File: config.mk
export PLATFORM = sky130hd
export DESIGN_NAME = mem_arbiter
export DESIGN_NICKNAME = d
export VERILOG_FILES = /design/src/rtl/mem_arbiter.sv
export SDC_FILE = /design/constraint.sdc
export NUM_CORES = 1
export LEC_CHECK = 0
export CORE_MARGIN = 1
export CORE_UTILIZATION = 29
export DETAILED_ROUTE_END_ITERATION = 10
export PLACE_DENSITY = 0.76
export SYNTH_ARGS = -nofsm -noshare
export SYNTH_HDL_FRONTEND = slang
export SYNTH_SLANG_ARGS = --single-unit
export TNS_END_PERCENT = 100
File: constraint.sdc
create_clock -name clk -period 1.45 [get_ports clk]
set_clock_uncertainty 0.1 [all_clocks]
set_input_delay 0.29 -clock clk [delete_from_list [all_inputs] [get_ports clk]]
set_output_delay 0.29 -clock clk [all_outputs]
set_load 0.02 [all_outputs]
File: src/rtl/mem_arbiter.sv
// Purpose : two-requester (instruction / data) arbiter onto one shared memory port.
// Latency : request seen in IDLE at cycle N drives mem_read/mem_write from N+1; x_resp is combinational with mem_resp.
// Backpress: requesters hold their request until x_resp; one transaction in flight, one idle cycle between grants.
//
// Ports:
//   clk, rst             clock, synchronous active-low reset
//   i_read, i_address    instruction-side read request (read-only side)
//   i_rdata, i_resp      instruction-side response (rdata is 0 unless i_resp)
//   d_read, d_write,     data-side request; write wins if both are high
//   d_byte_enable,
//   d_address, d_wdata
//   d_rdata, d_resp      data-side response (rdata is 0 unless d_resp)
//   mem_*                shared memory command (registered) / response
//   grant_d              high while the data side owns the memory port
//
// Configuration macro: MEM_ARBITER_RR_EN
//   defined   : ties in IDLE alternate (round-robin on the last grant), first tie after reset goes to D
//   undefined : fixed priority, D always wins ties
module mem_arbiter (
  input  logic        clk,
  input  logic        rst,
  input  logic        i_read,
  input  logic [31:0] i_address,
  output logic [31:0] i_rdata,
  output logic        i_resp,
  input  logic        d_read,
  input  logic        d_write,
  input  logic [3:0]  d_byte_enable,
  input  logic [31:0] d_address,
  input  logic [31:0] d_wdata,
  output logic [31:0] d_rdata,
  output logic        d_resp,
  output logic        mem_read,
  output logic        mem_write,
  output logic [3:0]  mem_byte_enable,
  output logic [31:0] mem_address,
  output logic [31:0] mem_wdata,
  input  logic [31:0] mem_rdata,
  input  logic        mem_resp,
  output logic        grant_d
);

  typedef enum logic [1:0] {
    IDLE    = 2'd0,
    SERVE_I = 2'd1,
    SERVE_D = 2'd2
  } state_t;

  state_t state;
  logic   req_i;
  logic   req_d;
  logic   pick_d;

  assign req_i = i_read;
  assign req_d = d_read | d_write;

`ifdef MEM_ARBITER_RR_EN
  // Set when the most recent grant went to the data side.
  logic last_d;

  // On a tie, hand the port to whichever side did not get it last time.
  always_comb begin
    pick_d = req_d && (!req_i || !last_d);
  end
`else
  always_comb begin
    pick_d = req_d;
  end
`endif

  always_ff @(posedge clk) begin
    if (!rst) begin
      state           <= IDLE;
      mem_read        <= 1'b0;
      mem_write       <= 1'b0;
      mem_byte_enable <= 4'b0000;
      mem_address     <= 32'h0;
      mem_wdata       <= 32'h0;
      grant_d         <= 1'b0;
`ifdef MEM_ARBITER_RR_EN
      last_d          <= 1'b0;
`endif
    end else begin
      case (state)
        IDLE: begin
          if (pick_d) begin
            state           <= SERVE_D;
            grant_d         <= 1'b1;
            mem_address     <= d_address;
            mem_wdata       <= d_wdata;
            // A simultaneous read is dropped in favour of the write.
            mem_write       <= d_write;
            mem_read        <= ~d_write;
            mem_byte_enable <= d_write ? d_byte_enable : 4'b1111;
`ifdef MEM_ARBITER_RR_EN
            last_d          <= 1'b1;
`endif
          end else if (req_i) begin
            state           <= SERVE_I;
            grant_d         <= 1'b0;
            mem_address     <= i_address;
            mem_wdata       <= 32'h0;
            mem_write       <= 1'b0;
            mem_read        <= 1'b1;
            mem_byte_enable <= 4'b0000;
`ifdef MEM_ARBITER_RR_EN
            last_d          <= 1'b0;
`endif
          end
        end
        SERVE_I, SERVE_D: begin
          // Command fields stay frozen until memory answers; requests seen
          // meanwhile are only considered once we are back in IDLE.
          if (mem_resp) begin
            state     <= IDLE;
            mem_read  <= 1'b0;
            mem_write <= 1'b0;
            grant_d   <= 1'b0;
          end
        end
        default: begin
          state     <= IDLE;
          mem_read  <= 1'b0;
          mem_write <= 1'b0;
          grant_d   <= 1'b0;
        end
      endcase
    end
  end

  // Responses are steered combinationally; a mem_resp seen in IDLE goes nowhere.
  assign i_resp  = (state == SERVE_I) && mem_resp;
  assign d_resp  = (state == SERVE_D) && mem_resp;
  assign i_rdata = i_resp ? mem_rdata : 32'h0;
  assign d_rdata = d_resp ? mem_rdata : 32'h0;

endmodule

Yosys cells after proc, flatten, opt, wreduce, memory -nomap -nowiden

Index checks and enable logic that the tools add are counted.

Bits in registers: 73
Input port bits: 138

Equality and inequality tests: 4
Muxes and demuxes: 22
Bitwise logic cells: 2
Reduce and logical (&&, ||, !) cells: 7

Operator list:

| kind                 | count |
|---|---|
| $mux W32             | 6 |
| $mux W4              | 3 |
| $mux W1              | 6 |
| $mux W2              | 3 |
| $pmux W1 S2          | 3 |
| $pmux W2 S2          | 1 |
| $reduce_and A2 Y1    | 2 |
| $ne A3 B3 Y1 const B | 1 |
| $eq A2 B1 Y1 const B | 1 |
| $eq A2 B2 Y1 const B | 1 |
| $logic_and A1 B1 Y1  | 2 |
| $logic_not A2 Y1     | 1 |
| $ne A2 B2 Y1 const B | 1 |
| $reduce_bool A2 Y1   | 1 |
| $reduce_or A2 Y1     | 1 |
| $not A1 Y1           | 1 |
| $or A1 B1 Y1         | 1 |

Longest topological paths before layout

Gate-level depths: netlist of run 1.

Word-level depth: 4
Depth in mapped cells: 7

Worst setup path after synthesis of run 1

OpenSTA, ideal clock, no wires.

Path type: reg-to-reg
Start point: register grant_d (netlist name)
End point: register mem_address[0]
Setup time: 0.133 ns
Data arrival time: 1.388 ns
Required time: 1.217 ns
Path slack: -0.170 ns
Cell stages (with the launch flop): 8
Path buffers: 2
Clock period less this slack: 1.620 ns
Cell sequence: dfxtp_1 inv_1 ha_1 o31a_1 buf_2 clkbuf_1 o21ai_0 a21oi_1

RTL lines:

| element              | RTL line | RTL |
|---|---|---|
| to (signal assigned) | 89       | `mem_address <= d_address;` |
| to (signal assigned) | 101      | `mem_address <= i_address;` |
| to (decl)            | 36       | `output logic [31:0] mem_address,` |

==> run metrics, run 1 <==
first-pass GRT wire length 19.2 mm; num ports 275; nets@finish 788; CTS Hold Bufs 0; Iteration-0 DRC Markers 200; core area 10900 µm²; Yosys reg bits 72; drt first pass iters 4; cell with the most instances after synthesis dfxtp_1; number of synthesized flops with an enable pin 0; Final Hold Violating Endpoints 0; placer congestion estimate 0.749; count of different cell masters after synthesis 24; site row count 38; synthesized instance count 349; Logic pwr share 0.416; wire per inst 17.7 µm; register-to-register setup slack -0.28 ns; Least-Margin Pin Slew 0.437 ns; CP Data Required Time 1.06 ns; peak supply drop 0.000723 V; sequential area share after synthesis 0.443; run status complete, but fails checks; number of H-tree levels 3; CP Capture Type output pin; clock sink total 72; Die X 108 µm; Residual DRC 0; Main synth FF type dfxtp_1; Hold Path Class flip-flop to flip-flop; CP Capture Point i_rdata[11]; Area Growth Syn to Fin 128%; Post-Syn Area per Cell 9.32 µm²; crit path max fanout 17; Hold Crit Start mem_byte_enable[0]; Die Ht 108 µm; worst r2r src state[0]; total CTS buffers 9; initial antenna violation count 0; min cycle time layout 1.87 ns; Worst slew margin 0.709; leak pwr 3.17 nW; min setup slack post-route -0.417 ns; Slew Limit Fails 0; Worst Setup SP grant_d; dpl cell area 6340 µm²; Int Pwr 4.92 mW; sequential power share 0.332; synth warn 0; Vias/cell 4.95; count of final setup violators 138; Post-synth ARST share 0; Crit Path Class flip-flop to output pin; port buffer count 274; Mapped Area 3250 µm²; cells on worst reg2reg path 9; CTS tree yes; unrepaired setup endpoints after global routing true; max_cap viols 0; cell total after placement 750; final instance area 7430 µm²; Sw Share 0.325; n_diodes 0; pin count of the biggest net entering global routing 55; Net Switching 2.36 mW; final wirelength 14.0 mm; Max Fclk 0.536 GHz; clock share of power 0.251; clock-pin slew on the worst setup and hold paths 0.08 ns; Initial Utilization 0.299; pwr dens 980 nW/µm²; share of post-route cells with drive strength above 1 0.441; failing checks setup timing; GRT Overall Usage 0.214; number of global-route vias before repair 3783; final non-filler cell total 791; Clock Path Buffers 2; startpoint type of the worst setup path flip-flop; via count 3914; area leader, netlist dfxtp_1; list of most frequent post-synthesis cells dfxtp_1 (72), and3_1 (65), o21ai_0 (41); Root Buffer clkbuf_8; fin crit share 1.29; Clock Latency Late Sink 0.35 ns; DP Wirelength 8.97 mm; Yosys top cell area share 0.443; synth top area cells dfxtp_1 (44%), and3_1 (13%), mux2i_1 (9.8%); Critical R2R Capture mem_wdata[22]; die footprint 11600 µm²; Overflow after GRT 0; worst hold margin 0.364 ns; syn nets 490; WP data arrival 1.48 ns; total power 7.28 mW; Antenna Nets Post-Route 0
[layout make-up]
type | count | area [µm²]
repair buffers | 324 | 3380
multi-input cells | 237 | 2180
inverters | 3 | 16.3
flip-flops and latches | 72 | 1450
clock inverters | 4 | 76.3
clock buffers | 11 | 151
well taps | 140 | 175
fillers | 804 | 3460
[how the worst min path moves through the flow]
stage	endpoint	slack (ns)	cells past startpoint
after global routing	mem_wdata[26]	0.39	1
after floorplan	mem_wdata[0]	0.32	1
after CTS	mem_byte_enable[0]	0.36	2
after detailed placement	mem_wdata[4]	0.36	1
after global placement	mem_read	0.34	2
final	mem_byte_enable[0]	0.36	2
[through the flow]
step / setup TNS, ns / setup slack [ns] / util
after floorplan: -0.538 / -0.0261 / -
after global placement: -77.48 / -0.749 / 0.582
after detailed placement: -80.46 / -0.777 / 0.582
after CTS: -29.01 / -0.411 / 0.634
after global routing: -44.72 / -0.460 / 0.683
final: -38.11 / -0.417 / 0.683
[layer usage]
metal | global-route usage | up-vias | wire length [µm]
li1 | - | 1884 | -
met1 | 0.229 | 1840 | 5230
met2 | 0.401 | 168 | 7550
met3 | 0.0551 | 22 | 988
met4 | 0.0822 | 0 | 254
met5 | 0 | - | 0
[registers in the layout, indices dropped and copies added, names as in the netlist]
signal / flops
mem_read: 1
mem_wdata: 32
mem_address: 32
state: 1
mem_write: 1
grant_d: 1
mem_byte_enable: 4
[cell usage in the layout, fill, tap and decap left out, types with 9 or more instances in the layout]
cell / instances
and3_4: 48
buf_2: 13
buf_12: 10
dfxtp_1: 70
o21ai_2: 28
buf_6: 67
and3_2: 15
clkdlybuf4s15_1: 35
a21oi_2: 13
clkdlybuf4s50_1: 135
clkbuf_2: 27
a22o_1: 32
dlygate4sd2_1: 9
mux2i_1: 32
clkbuf_8: 11
buf_4: 14
a21oi_1: 22
[power by group through the flow]
stage / Clock, mW / Combinational [mW] / Sequential [mW]
floorplan: 0 / 0.797 / 2.73
global placement: 0 / 2.31 / 2.40
detailed placement: 0 / 2.34 / 2.42
CTS: 1.85 / 2.60 / 2.37
global route: 1.94 / 3.19 / 2.46
finish: 1.83 / 3.03 / 2.42
[cell families (layout without fill, tap and decap cells)]
group / after synthesis / after routing / share of synthesized area
compound gates: 115 / 115 / 0.220
fa+ha+maj: 3 / 3 / 0.0115
buf+inv: 40 / 342 / 0.0627
flops: 72 / 72 / 0.443
mux: 32 / 32 / 0.0985
simple gates: 87 / 87 / 0.165
[critical path: stages (launching register included)]
cell and delay (ns):
dfxtp_4 0.39, inv_4 0.05, ha_4 0.18, buf_12 0.15, and3_2 0.21, buf_2 0.16
[repair_timing]
action / CTS / global route
pin swaps: 14 / 27
endpoints found under the setup margin: 209 / 186
gates resized for setup: 513 / 226
cloned: 7 / 9
buffers inserted: 9 / 11
Note: power is estimated with default switching activity, not from simulation.
==> run 2: changes to the inputs <==
--- a/config.mk
+++ b/config.mk
@@ -5,10 +5,10 @@
 export SDC_FILE = /design/constraint.sdc
 export NUM_CORES = 1
 export LEC_CHECK = 0
-export CORE_MARGIN = 1
-export CORE_UTILIZATION = 29
+export CORE_AREA = 2 2 107 109
 export DETAILED_ROUTE_END_ITERATION = 10
-export PLACE_DENSITY = 0.76
+export DIE_AREA = 0 0 109 111
+export PLACE_DENSITY = 0.75
 export SYNTH_ARGS = -nofsm -noshare
 export SYNTH_HDL_FRONTEND = slang
 export SYNTH_SLANG_ARGS = --single-unit
==> constraint.sdc (replaced) <==
create_clock -name clk -period 1.8 [get_ports clk]
set_clock_uncertainty 0.1 [all_clocks]
set_input_delay 0.36 -clock clk [delete_from_list [all_inputs] [get_ports clk]]
set_output_delay 0.36 -clock clk [all_outputs]
set_load 0.02 [all_outputs]
==> run 2 against run 1 <==
The run still ends with setup timing left; register-to-register slack better by 0.37 ns; non-clock buffer count down 19; sequential power down 21%; count of clock-buffer cells in the layout down 1; sequential share of layout area up 0.69 points; clock power up 11%; utilization down 3.6 points; cell count down 1.9%; setup slack better by 0.30 ns; critical endpoint is now i_rdata[5]; die area up 3.9%; combinational power down 31%.
==> run metrics, run 2 (synthesized netlist as in run 1, its figures left out) <==
run status complete, but fails checks; failing checks setup timing; WP data arrival 1.46 ns (-0.02 ns); num ports 275 (unchanged); WHS Endpoint mem_read; Crit Path Class flip-flop to output pin; Clock Latency Late Sink 0.33 ns (-0.02 ns); drt first pass iters 4 (unchanged); port buffer count 274 (unchanged); placer congestion estimate 0.762 (+1.7%); core area 11100 µm² (+1.7%); Critical R2R Capture mem_wdata[14]; clock sink total 72 (unchanged); pin count of the biggest net entering global routing 35 (-36%); Antenna Nets Post-Route 0 (unchanged); Worst slew margin 0.815 (+0.106); fillcell total 890 (+11%); Residual DRC 0 (unchanged); Iteration-0 DRC Markers 188 (-6.0%); Max Fclk 0.520 GHz; CTS tree yes; Least-Margin Pin Slew 0.277 ns (-0.159 ns); Area Growth Syn to Fin 120%; Final Hold Violating Endpoints 0 (unchanged); final non-filler cell total 776 (-1.9%); final wirelength 13.6 mm (-3.3%); Hold Path Class flip-flop to flip-flop; pwr dens 844 nW/µm² (-14%); Hold Crit Start mem_read; Root Buffer clkbuf_16; Overflow after GRT 0 (unchanged); wire per inst 17.5 µm (-1.4%); count of final setup violators 66 (-52%); most frequent cells in the layout clkdlybuf4s50_1 (200), dfxtp_1 (70), buf_6 (61), and3_4 (53), o21ai_0 (41); nets@finish 769 (-2.4%); die footprint 12100 µm² (+3.9%); share of post-route cells with drive strength above 1 0.280 (-0.161); Vias/cell 4.94 (-0.18%); peak supply drop 0.000558 V (-23%); cell total after placement 751 (+0.13%); unrepaired setup endpoints after global routing true; clock-pin slew on the worst setup and hold paths 0.05 ns (-0.03 ns); startpoint type of the worst setup path flip-flop; register-to-register setup slack 0.09 ns (+0.37 ns); min cycle time layout 1.92 ns; site row count 39 (+2.6%); GRT Overall Usage 0.213 (-0.00150); CP Data Required Time 1.34 ns (+0.28 ns); Worst Setup SP state[0]; number of H-tree levels 3 (unchanged); initial antenna violation count 1 (+1); cells on worst reg2reg path 7 (-2); largest registers mem_address: 32 flops, mem_wdata: 32 flops, mem_byte_enable: 4 flops; number of global-route vias before repair 3929 (+3.9%); worst r2r src state[0]; Die X 109 µm (+1.0%); min setup slack post-route -0.122 ns (+0.296 ns); total CTS buffers 9 (unchanged); fin crit share 1.07; crit path max fanout 8 (-9); Die Ht 111 µm (+2.9%); first-pass GRT wire length 20.2 mm (+5.4%); via count 3833 (-2.1%); max_cap viols 0 (unchanged); CP Capture Type output pin; final instance area 7170 µm² (-3.6%); leak pwr 2.98 nW (-6.0%); DP Wirelength 9.45 mm (+5.3%); Clock Path Buffers 2 (unchanged); most common cell after layout, fill and taps aside clkdlybuf4s50_1; Slew Limit Fails 0 (unchanged); dpl cell area 6240 µm² (-1.5%); Hold Path Depth 2 (unchanged); Initial Utilization 0.294 (-0.00510); CTS Hold Bufs 0 (unchanged)
## run 2: cell count changes in the layout (fill, tap and decap cells not counted), moves of 10 or more
cell | previous run | this run
clkdlybuf4s15_1 | 35 | 0
a21oi_1 | 22 | 35
clkbuf_8 | 11 | 1
o21ai_2 | 28 | 0
o21ai_0 | 2 | 41
clkbuf_2 | 27 | 0
clkdlybuf4s50_1 | 135 | 200
a21oi_2 | 13 | 0
and3_2 | 15 | 0
and3_1 | 2 | 12
## run 2: power by group
group / switching, mW / leakage, nW / internal, mW
Combinational: 0.957 / 2.22 / 1.13
Sequential: 0.114 / 0.598 / 1.81
Clock: 0.659 / 0.169 / 1.39
## run 2: critical path, cell delays in order (launching register included)
cell and delay [ns]:
dfxtp_2 0.33, buf_6 0.12, ha_4 0.19, clkbuf_16 0.17, and3_1 0.19, buf_6 0.13
## run 2: metal layers
| metal | track usage | part of all wire | vias up |
|---|---|---|---|
| met3 | 0.0723 | 0.089 | 34 |
| met5 | 0 | 0 | - |
| li1 | - | - | 1848 |
| met2 | 0.379 | 0.52 | 183 |
| met4 | 0.107 | 0.041 | 0 |
| met1 | 0.217 | 0.35 | 1768 |
## run 2: repair_timing
action                     CTS  global route
setup endpoints to repair   69           108
gates cloned                 4             2
gates resized for setup    377            91
setup buffers                3             0
pin swaps                   12             2
## run 2: metrics by stage
step                hold WS (ns)  worst slack [ns]  setup TNS (ns)  power, mW   util
floorplan                  0.393             0.135               0       2.78      -
global placement           0.342            -0.563          -45.36       3.77  0.564
detailed placement         0.354            -0.580          -47.96       3.81  0.564
CTS                        0.360            -0.100           -4.74       5.99  0.612
global route               0.393            -0.152           -7.51       6.32  0.647
finish                     0.354            -0.122           -4.76       6.05  0.647
## run 2: worst max-delay path by stage
stage | end | slack [ns] | depth (start not counted)
finish | i_rdata[5] | -0.12 | 5
global route | i_rdata[5] | -0.15 | 5
CTS | i_rdata[19] | -0.10 | 5
detailed placement | i_rdata[21] | -0.58 | 4
global placement | i_rdata[21] | -0.56 | 4
floorplan | d_rdata[31] | 0.13 | 3
## run 2: layout make-up
cell class,instances,area [µm²],area share
Antenna cell,1,2.50,0.000349
Clock buffer,10,239,0.0333
Clock inverter,5,104,0.0145
Inverter,3,13.8,0.00192
Multi-Input combinational cell,237,1930,0.269
Sequential cell,72,1450,0.202
Tap cell,143,179,0.0250
Timing Repair Buffer,305,3250,0.454
